**config.mk**
```make
export PLATFORM = sky130hd
export DESIGN_NAME = ahb_addr_decoder
export DESIGN_NICKNAME = d
export VERILOG_FILES = /design/src/rtl/ahb_addr_decoder.sv
export SDC_FILE = /design/constraint.sdc
export NUM_CORES = 1
export LEC_CHECK = 0
export ABC_AREA = 1
export CAP_MARGIN = 20
export CORE_AREA = 2 2 39 41
export DETAILED_ROUTE_END_ITERATION = 7
export DIE_AREA = 0 0 41 43
export MAX_ROUTING_LAYER = met4
export PLACE_DENSITY = 0.72
export RECOVER_POWER = 50
export SLEW_MARGIN = 5
export SYNTH_ARGS = -nofsm -noshare
export SYNTH_HDL_FRONTEND = slang
export SYNTH_SLANG_ARGS = --single-unit
```
**constraint.sdc**
```tcl
create_clock -name i_clk -period 1.3 [get_ports i_clk]
set_clock_uncertainty 0.2 [all_clocks]
set_input_delay 0.325 -clock i_clk [delete_from_list [all_inputs] [get_ports i_clk]]
set_output_delay 0.325 -clock i_clk [all_outputs]
set_load 0.02 [all_outputs]
```
**src/rtl/ahb_addr_decoder.sv**
```systemverilog
// AHB address decoder: one-hot slave select from the upper address bits, data-phase select
// registers and a default slave. Define DEFSLV_ERR_EN to build the two-cycle ERROR response.
module ahb_addr_decoder #(
   parameter int NUM_SLAVES = 2,
   parameter int ADDR_WIDTH = 32,
   parameter int SEL_BITS   = 4
) (
   input  logic                  i_clk,
   input  logic                  i_rstn,
   input  logic [ADDR_WIDTH-1:0] i_haddr,
   input  logic [1:0]            i_htrans,
   input  logic                  i_hready,
   output logic                  o_hsel [NUM_SLAVES],
   output logic                  o_hsel_dp [NUM_SLAVES],
   output logic                  o_def_sel_dp,
   output logic                  o_def_hready,
   output logic                  o_def_hresp
);

   logic [SEL_BITS-1:0] idx;
   logic [31:0]         idx_ext;
   logic                mapped;
   logic                hsel_dp_q [NUM_SLAVES];
   logic                def_sel_dp_q;
   logic                unused_bits;

   assign idx     = i_haddr[ADDR_WIDTH-1 -: SEL_BITS];
   assign idx_ext = 32'(idx);
   assign mapped  = idx_ext < 32'(NUM_SLAVES);

   generate
      for (genvar gi = 0; gi < NUM_SLAVES; gi++) begin : g_slv
         assign o_hsel[gi] = (idx_ext == 32'(gi));

         always_ff @(posedge i_clk or negedge i_rstn) begin
            if (!i_rstn) begin
               hsel_dp_q[gi] <= 1'b0;
            end else if (i_hready) begin
               hsel_dp_q[gi] <= o_hsel[gi];
            end
         end

         assign o_hsel_dp[gi] = hsel_dp_q[gi];
      end
   endgenerate

   always_ff @(posedge i_clk or negedge i_rstn) begin
      if (!i_rstn) begin
         def_sel_dp_q <= 1'b0;
      end else if (i_hready) begin
         def_sel_dp_q <= !mapped;
      end
   end

   assign o_def_sel_dp = def_sel_dp_q;

`ifdef DEFSLV_ERR_EN
   localparam logic [1:0] DS_IDLE = 2'd0;
   localparam logic [1:0] DS_ERR1 = 2'd1;
   localparam logic [1:0] DS_ERR2 = 2'd2;

   logic [1:0] state_q;
   logic [1:0] state_d;
   logic       err_req;

   // Only active (NONSEQ/SEQ) transfers to an unmapped slot earn an ERROR response.
   assign err_req = i_hready && !mapped && i_htrans[1];

   always_comb begin
      state_d = DS_IDLE;
      case (state_q)
         DS_IDLE: state_d = err_req ? DS_ERR1 : DS_IDLE;
         DS_ERR1: state_d = DS_ERR2;
         DS_ERR2: state_d = err_req ? DS_ERR1 : DS_IDLE;
         default: state_d = DS_IDLE;
      endcase
   end

   always_ff @(posedge i_clk or negedge i_rstn) begin
      if (!i_rstn) begin
         state_q <= DS_IDLE;
      end else begin
         state_q <= state_d;
      end
   end

   assign o_def_hready = (state_q != DS_ERR1);
   assign o_def_hresp  = (state_q != DS_IDLE);
   assign unused_bits  = ^{i_htrans[0], i_haddr[ADDR_WIDTH-SEL_BITS-1:0]};
`else
   assign o_def_hready = 1'b1;
   assign o_def_hresp  = 1'b0;
   assign unused_bits  = ^{i_htrans, i_haddr[ADDR_WIDTH-SEL_BITS-1:0]};
`endif

endmodule

```
==> metrics, run 1 <==
commonest cells after routing, fill and taps aside=buf_4 (8), buf_6 (5), nand2_1 (4); DP Area=between 300 and 400 sq um; pwr dens=around 940 nW/um^2; area delta synth->final=116%; largest net degree at the start of global routing=4; final net count=80; cells after synthesis=23; crit share post-route=1.07; Crit Path Max Fanout=2; first-pass GRT wire length=between 700 and 800 um; die area=~1800 sq um; post-route cell area=roughly 360 sq um; # rows=14; Syn Std Cell Area=166 sq um; wire per inst=between 8 and 9 um; CTS Buffer Depth=2; vias per inst=around 3.6; Reg2Reg Capture Point=o_def_sel_dp; Power Total=0.338 mW; commonest non-fill, non-tap cell in the layout=buf_4; CP Class=in2out; Final Hold Viols=0; worst skew pair latency=0.23 ns; Final setup viols=2; # diodes=0; Initial Util=0.120; Global Route Usage Sum=0.0681; pre-CTS WS=-0.911 ns; initial antenna violation count=0; Mapped Nets=60; worst vdd ir=between 300 and 400 uV; Die X=approximately 40 um; RSZ-0062 raised after global routing=yes; Post-CTS Hold Fix Bufs=0; clk sinks=3; initial DRC count=3; Tmin final=1.39 ns; type of the worst min-delay path=in2async; IO Count=between 40 and 50; crit path capture=o_hsel[0]; CTS tree=yes; CP required=0.77 ns; register bit count reported by yosys=3; worst r2r path cells=2; Reg2Reg Setup Slack=roughly 0.46 ns; startpoint types=primary input; core area=1380 sq um; TritonCTS Buffers=3; Die Height=43 um; Overflow after GRT=0; Fin Hold WS=0.140 ns; Worst EP arrival=around 0.86 ns; Crit. End Element=output pin; failing checks=setup timing; fin worst setup slack=-0.0882 ns; H-tree Lvls=1; hpwl dp=roughly 360 um; maxcap violations=0; status=finished, violations left; Yosys cell types=11; Slew Limit Fails=0; vias=210; share of layout cells above drive strength 1=0.524; CP Launch Point=i_haddr[31]; syn avg cell area=between 7 and 8 sq um; drc violations=0; Synth Warn #=0; Fmax=between 700 and 800 MHz; share of the yosys chip area belonging to registers=0.451; r2r startpoint=o_def_sel_dp; First-pass DRT Iterations=2; Clk pin slew, worst setup/hold paths=around 0.04 ns; vias in the first global route=approximately 210; remaining antenna violation count=0; Post-Route WL=468 um; GP Congestion=approximately 0.63; PortBufs=11; P_leak=about 0.19 nW; CTS Root Cell=clkbuf_4
==> sequential cells by signal, indices dropped and copies added (netlist names) <==
| signal | flops |
|---|---|
| o_def_sel_dp | 1 |
| o_hsel_dp | 2 |
==> critical path, stage by stage <==
cell and delay (ns):
buf_6 0.09, nor2_4 0.10, inv_2 0.05, nor3_2 0.14, buf_4 0.16
==> logic make-up (layout without fill, tap and decap cells) <==
kind of cell	after synthesis	count (layout)	synth area share
simple gates	12	12	0.316
compound gates	1	1	0.0300
flops	3	3	0.451
other cells	2	2	0.0451
buf+inv	5	24	0.158
==> repair_timing <==
action                     4_1_cts  5_1_grt
gates resized for setup         39        7
buffers inserted                 1        1
pin swaps                        3        3
setup endpoints to repair        5        5
==> how the worst min path moves through the flow <==
stage	depth (start not counted)	end	startpoint	slack, ns
2_1_floorplan	0	o_def_sel_dp	i_rstn	-0.17
3_3_place_gp	2	o_hsel_dp[0]	o_hsel_dp[0]	0.28
3_5_place_dp	2	o_hsel_dp[1]	o_hsel_dp[1]	0.28
4_1_cts	1	o_hsel_dp[1]	i_rstn	0.06
5_1_grt	1	o_hsel_dp[1]	i_rstn	0.14
6_report	1	o_hsel_dp[1]	i_rstn	0.14
==> metal layers <==
metal | track usage | wire length [um]
met4 | 0.100 | 14
met2 | 0.0875 | 198
met3 | 0.0209 | 76
met1 | 0.0617 | 177
met5 | - | 0
==> power breakdown <==
group	switching [mW]	leakage, nW	internal [mW]
logic	0.0343	0.136	0.0387
clock network	0.0487	0.0150	0.115
registers	0.00308	0.0370	0.0980
==> final cells by class <==
cell class / count / area [sq um]
well taps: 16 / 20.0
inverters: 3 / 11.3
clock buffers: 4 / 26.3
flip-flops and latches: 3 / 75.1
fillers: 159 / 1020
multi-input cells: 15 / 80.1
repair buffers: 17 / 146
==> synth_stat cells <==
cell / n / area, sq um
nor3_1: 2 / 10.0
nand2_1: 4 / 15.0
inv_1: 2 / 7.51
inv_2: 1 / 3.75
nor2_1: 3 / 11.3
nand3_1: 2 / 10.0
a21oi_1: 1 / 5.00
conb_1: 2 / 7.51
buf_4: 2 / 15.0
nor2_2: 1 / 6.26
dfrtp_1: 3 / 75.1
==> stage by stage <==
step,setup TNS [ns],utilization,std cells
6_report,-0.154,0.259,58
5_1_grt,-0.250,0.259,58
4_1_cts,-0.228,0.245,57
3_5_place_dp,-2.84,0.232,52
3_3_place_gp,-2.75,0.232,52
2_1_floorplan,-0.0778,-,23
Note: power is estimated with default switching activity, not from simulation.
==> run 2: changes to the inputs <==
==> constraint.sdc (replaced) <==
create_clock -name i_clk -period 1.42 [get_ports i_clk]
set_clock_uncertainty 0.2 [all_clocks]
set_input_delay 0.355 -clock i_clk [delete_from_list [all_inputs] [get_ports i_clk]]
set_output_delay 0.355 -clock i_clk [all_outputs]
set_load 0.02 [all_outputs]
==> run 2 against run 1 <==
  * The run still ends with setup timing left
  * Combinational power fell by 21%
  * Largest power group unchanged
  * Cell count fell by 3.4%
  * Core utilization fell by 2.4 points
  * Worst hold slack improved by 0.028 ns
  * Critical path depth did not move
  * Total power fell by 11%
  * Sequential share of layout area rose by 2.2 points
  * Setup slack improved by 0.087 ns
  * Critical endpoint unchanged
  * Highest routed layer unchanged
==> metrics, run 2 (synthesized netlist as in run 1, its figures left out) <==
status=finished, violations left (unchanged); failing checks=setup timing (unchanged); Crit Path Max Fanout=2 (unchanged); NetSw=0.0776 mW (was 0.0861 mW); Fmax=704 MHz; CP Launch Point=i_haddr[31] (unchanged); CTS Buffer Depth=2 (unchanged); Seq pwr share=0.306 (was 0.299); CP Class=in2out (unchanged); initial antenna violation count=0 (unchanged); Util after Layout=0.235 (was 0.259); share of layout cells above drive strength 1=0.500 (was 0.524); Worst EP arrival=0.87 ns (was 0.86 ns); Reg2Reg Setup Slack=0.59 ns (was 0.46 ns); startpoint types=primary input (unchanged); Final setup viols=1 (was 2); crit path capture=o_hsel[0] (unchanged); max FFs per register=2 (unchanged); First-pass DRT Iterations=2 (unchanged); critical-path cell list=buf_6 > nor2_4 > inv_2 > nor3_2 > buf_4 (unchanged); worst vdd ir=343 uV (was 323 uV); Setup TNS=-0.000737 ns (was -0.154 ns); max incr delay on CP=0.16 ns (about the same); drc violations=0 (unchanged); core area=1380 sq um (unchanged); Clock power frac=0.502 (was 0.485); first-pass GRT wire length=593 um (was 710 um); PortBufs=11 (unchanged); IO Count=44 (unchanged); final net count=78 (was 80); vias in the first global route=169 (was 213); # diodes=0 (unchanged); initial DRC count=1 (was 3); largest net degree at the start of global routing=4 (unchanged); Power Total=0.300 mW (was 0.338 mW); post-CTS setup repair buffer count=0 (was 1); area delta synth->final=95.5% (was 116%); worst r2r path cells=2 (unchanged); Global Route Usage Sum=0.0599 (was 0.0681); Crit. End Element=output pin (unchanged); pwr dens=922 nW/um^2 (was 941 nW/um^2); worst skew pair latency=0.23 ns (about the same); DP Area=312 sq um (was 322 sq um); Die Height=43 um (unchanged); vias per inst=3.34 (was 3.62); Final Hold Viols=0 (unchanged); RSZ-0062 raised after global routing=yes (unchanged); r2r startpoint=o_def_sel_dp (unchanged); GP Congestion=0.573 (was 0.630); Gate power share=0.192 (was 0.216); commonest cells after routing, fill and taps aside=buf_4 (6), nand2_1 (4), buf_2 (4) (was buf_4 (8), buf_6 (5), nand2_1 (4)); CTS Root Cell=clkbuf_4 (unchanged); remaining antenna violation count=0 (unchanged); Slew Limit Fails=0 (unchanged); CP required=0.87 ns (was 0.77 ns); # rows=14 (unchanged); type of the worst min-delay path=in2async (unchanged); hpwl dp=313 um (was 360 um); vias=187 (was 210); Slowest-stage cell, CP=buf_4 (unchanged); P_int=0.222 mW (was 0.252 mW); Overflow after GRT=0 (unchanged); Clk pin slew, worst setup/hold paths=0.04 ns (about the same); Die X=41 um (unchanged); H-tree Lvls=1 (unchanged); P_leak=0.174 nW (was 0.188 nW); Tmin final=between 1 and 1.5 ns; clk sinks=3 (unchanged); commonest non-fill, non-tap cell in the layout=buf_4 (unchanged); TritonCTS Buffers=3 (unchanged); maxcap violations=0 (unchanged); Post-Route WL=436 um (was 468 um); die area=1760 sq um (unchanged); sw frac=0.259 (was 0.255); CTS tree=yes (unchanged); wire per inst=7.79 um (was 8.07 um); Initial Util=0.120 (unchanged); crit share post-route=1.00; Reg2Reg Capture Point=o_def_sel_dp (unchanged); Post-CTS Hold Fix Bufs=0 (unchanged); fin worst setup slack=-0.000737 ns (was -0.0882 ns); post-route cell area=325 sq um (was 359 sq um)
==> run 2: how the worst min path moves through the flow <==
stage / cells past startpoint / slack, ns / end
6_report: 1 / 0.17 / o_def_sel_dp
3_5_place_dp: 2 / 0.28 / o_hsel_dp[0]
3_3_place_gp: 2 / 0.28 / o_hsel_dp[1]
2_1_floorplan: 0 / -0.14 / o_def_sel_dp
4_1_cts: 1 / 0.09 / o_def_sel_dp
5_1_grt: 1 / 0.17 / o_hsel_dp[1]
==> run 2: metrics by stage <==
| stage | setup WS [ns] | instances | hold WS, ns |
|---|---|---|---|
| 6_report | -0.000737 | 56 | 0.168 |
| 5_1_grt | -0.0422 | 56 | 0.165 |
| 4_1_cts | -0.0713 | 56 | 0.0910 |
| 3_5_place_dp | -0.852 | 52 | 0.277 |
| 3_3_place_gp | -0.819 | 52 | 0.280 |
| 2_1_floorplan | -0.144 | 23 | -0.141 |
==> run 2: power by group through the flow <==
stage	clock network (mW)	registers (mW)	logic [mW]
after floorplan	0	0.0971	0.0205
after global placement	0	0.0928	0.0614
after detailed placement	0	0.0928	0.0619
after CTS	0.160	0.0917	0.0598
after global routing	0.167	0.0919	0.0628
final	0.150	0.0917	0.0577
==> run 2: worst max-delay path, delay by kind of cell <==
| family | cells | cell delay, ns |
|---|---|---|
| buf+inv | 3 | 0.30 |
| simple gates | 2 | 0.21 |
==> run 2: repair_timing <==
item                       CTS  global route
gates resized for setup     38             4
setup endpoints to repair    5             2
pin swaps                    2             2
hold endpoints to repair     0             0
==> run 2: layout make-up <==
class                           count  area (sq um)
Fill cell                         156          1060
Timing Repair Buffer               15           113
Multi-Input combinational cell     15          80.1
Sequential cell                     3          75.1
Clock buffer                        4          26.3
Tap cell                           16          20.0
Inverter                            3          11.3
==> run 2: routing by layer <==
metal	GRT usage	up-vias	wire length, um
li1	-	98	-
met1	0.0682	73	200
met2	0.0563	14	155
met3	0.0209	2	65
met4	0.100	0	14
met5	-	-	0
==> run 3: changes to the inputs <==
--- a/config.mk
+++ b/config.mk
@@ -13,6 +13,7 @@
 export MAX_ROUTING_LAYER = met4
 export PLACE_DENSITY = 0.72
 export RECOVER_POWER = 50
+export REMOVE_ABC_BUFFERS = 1
 export SLEW_MARGIN = 5
 export SYNTH_ARGS = -nofsm -noshare
 export SYNTH_HDL_FRONTEND = slang
==> run 3 against run 2 <==
  * The run still ends with setup timing left
  * Highest routed layer unchanged
  * Via count grew 8.0%
  * Largest power group unchanged
  * Combinational power rose by 15%
  * Flip-flop and latch count unchanged
==> metrics, run 3 (synthesized netlist as in run 1, its figures left out) <==
core area=1380 sq um (unchanged); CP top delay family=buffers and inverters (unchanged); P_int=0.228 mW (was 0.222 mW); First-pass DRT Iterations=2 (unchanged); Global Route Usage Sum=0.0712 (was 0.0599); wire per inst=8.32 um (was 7.79 um); max incr delay on CP=0.16 ns (about the same); Clk pin slew, worst setup/hold paths=0.04 ns (about the same); Slew Limit Fails=0 (unchanged); final net count=82 (was 78); Clock power frac=0.482 (was 0.502); worst skew pair latency=0.23 ns (about the same); first-pass GRT wire length=717 um (was 593 um); remaining antenna violation count=0 (unchanged); Gate power share=0.218 (was 0.192); Filler cells=162 (was 156); commonest cells after routing, fill and taps aside=buf_4 (9), buf_2 (5), nand2_1 (4) (was buf_4 (6), nand2_1 (4), buf_2 (4)); Final setup viols=1 (unchanged); Multi-input gate area=80.1 sq um (unchanged); IO Count=44 (unchanged); PortBufs=11 (unchanged); share of layout cells above drive strength 1=0.523 (was 0.500); Die X=41 um (unchanged); NetSw=0.0767 mW (was 0.0776 mW); GP Congestion=0.613 (was 0.573); max FFs per register=2 (unchanged); Fmax=699 MHz (was 704 MHz); type of the worst min-delay path=in2async (unchanged); Power Total=0.305 mW (was 0.300 mW); # rows=14 (unchanged); sw frac=0.252 (was 0.259); Critical path buffers and inverters=3 (unchanged); crit share post-route=1.01 (was 1.00); post-route cell area=352 sq um (was 325 sq um); initial DRC count=1 (unchanged); vias=202 (was 187); hpwl dp=303 um (was 313 um); maxcap violations=0 (unchanged); drc violations=0 (unchanged); fin worst setup slack=-0.0107 ns (was -0.000737 ns); H-tree Lvls=1 (unchanged); CP Class=in2out (unchanged); # diodes=0 (unchanged); CTS tree=yes (unchanged); Die Height=43 um (unchanged); pwr dens=867 nW/um^2 (was 922 nW/um^2); pre-CTS WS=-0.868 ns (was -0.852 ns); Crit. End Element=output pin (unchanged); Slowest-stage cell, CP=buf_4 (unchanged); storage element area=75.1 sq um (unchanged); vias per inst=3.37 (was 3.34); TritonCTS Buffers=3 (unchanged); Initial Util=0.120 (unchanged); CTS Buffer Depth=2 (unchanged); failing checks=setup timing (unchanged); Post-Route WL=499 um (was 436 um); startpoint types=primary input (unchanged); largest net degree at the start of global routing=4 (unchanged); vias in the first global route=201 (was 169); Util after Layout=0.254 (was 0.235); commonest non-fill, non-tap cell in the layout=buf_4 (unchanged); DP Area=312 sq um (unchanged); Worst EP arrival=0.88 ns (was 0.87 ns); RSZ-0062 raised after global routing=yes (unchanged); P_leak=0.190 nW (was 0.174 nW); clk sinks=3 (unchanged); area delta synth->final=111% (was 95.5%); critical-path cell list=buf_6 > nor2_4 > inv_2 > nor3_2 > buf_4 (unchanged); Overflow after GRT=0 (unchanged); Tmin final=1.43 ns (was 1.42 ns); CTS Root Cell=clkbuf_4 (unchanged); Crit Path Max Fanout=2 (unchanged); initial antenna violation count=0 (unchanged); CP required=0.87 ns (about the same); worst vdd ir=317 uV (was 343 uV); Seq pwr share=0.300 (was 0.306); status=finished, violations left (unchanged); Final Hold Viols=0 (unchanged); die area=1760 sq um (unchanged)
==> run 3: cell types whose count changed in the layout (fill, tap and decap cells not counted) <==
cell / before / now
clkdlybuf4s50_1: 0 / 1
dlygate4sd3_1: 2 / 1
buf_4: 6 / 9
clkbuf_1: 1 / 2
buf_2: 4 / 5
clkbuf_2: 1 / 0
==> run 3: repair_timing <==
item / CTS / global route
gates cloned: 0 / 0
pin swaps: 2 / 1
setup buffers: 3 / 1
hold buffers: 0 / 0
gates resized for setup: 44 / 1
setup endpoints to repair: 5 / 2
==> run 3: final timing paths <==
| path | from | end | slack (ns) | cells past startpoint |
|---|---|---|---|---|
| max | i_haddr[30] | o_hsel[1] | -0.01 | 5 |
| min | i_rstn | o_hsel_dp[1] | 0.17 | 1 |
| max reg2reg | o_def_sel_dp | o_def_sel_dp | 0.60 | 2 |
| min reg2reg | o_hsel_dp[1] | o_hsel_dp[1] | 0.29 | 2 |
| max in group asynchronous | i_rstn | o_hsel_dp[0] | 0.71 | 1 |
| min in group i_clk | o_hsel_dp[1] | o_hsel_dp[1] | 0.29 | 2 |
==> run 3: metrics by stage <==
step / hold WS [ns] / TNS [ns] / cells
final: 0.171 / -0.0107 / 60
after global routing: 0.165 / -0.118 / 60
after CTS: 0.0938 / -0.0435 / 59
after detailed placement: 0.279 / -2.09 / 52
after global placement: 0.282 / -2.04 / 52
after floorplan: -0.141 / -0.288 / 21
==> run 3: layout make-up <==
cell class              instances  share of cell area
well taps                      16              0.0569
repair buffers                 19               0.395
multi-input cells              15               0.228
flip-flops and latches          3               0.214
inverters                       3              0.0320
clock buffers                   4              0.0747
==> run 3: layer usage <==
metal | share of wire | routed length (um) | track usage
met5 | 0 | 0 | -
met4 | 0.030 | 15 | 0.0800
met3 | 0.11 | 54 | 0.0314
met2 | 0.43 | 213 | 0.0938
met1 | 0.43 | 216 | 0.0682
==> run 3: power by group through the flow <==
stage          clock [mW]  sequential (mW)  combinational (mW)
5_1_grt             0.168           0.0915              0.0728
6_report            0.147           0.0914              0.0665
3_5_place_dp            0           0.0925              0.0620
3_3_place_gp            0           0.0928              0.0614
4_1_cts             0.158           0.0914              0.0665
2_1_floorplan           0           0.0971              0.0162
==> run 3: worst reg2reg max path, cell delays in order (launching register included) <==
cell and delay [ns]:
dfrtp_1 0.36, nor2_1 0.08, a21oi_1 0.05
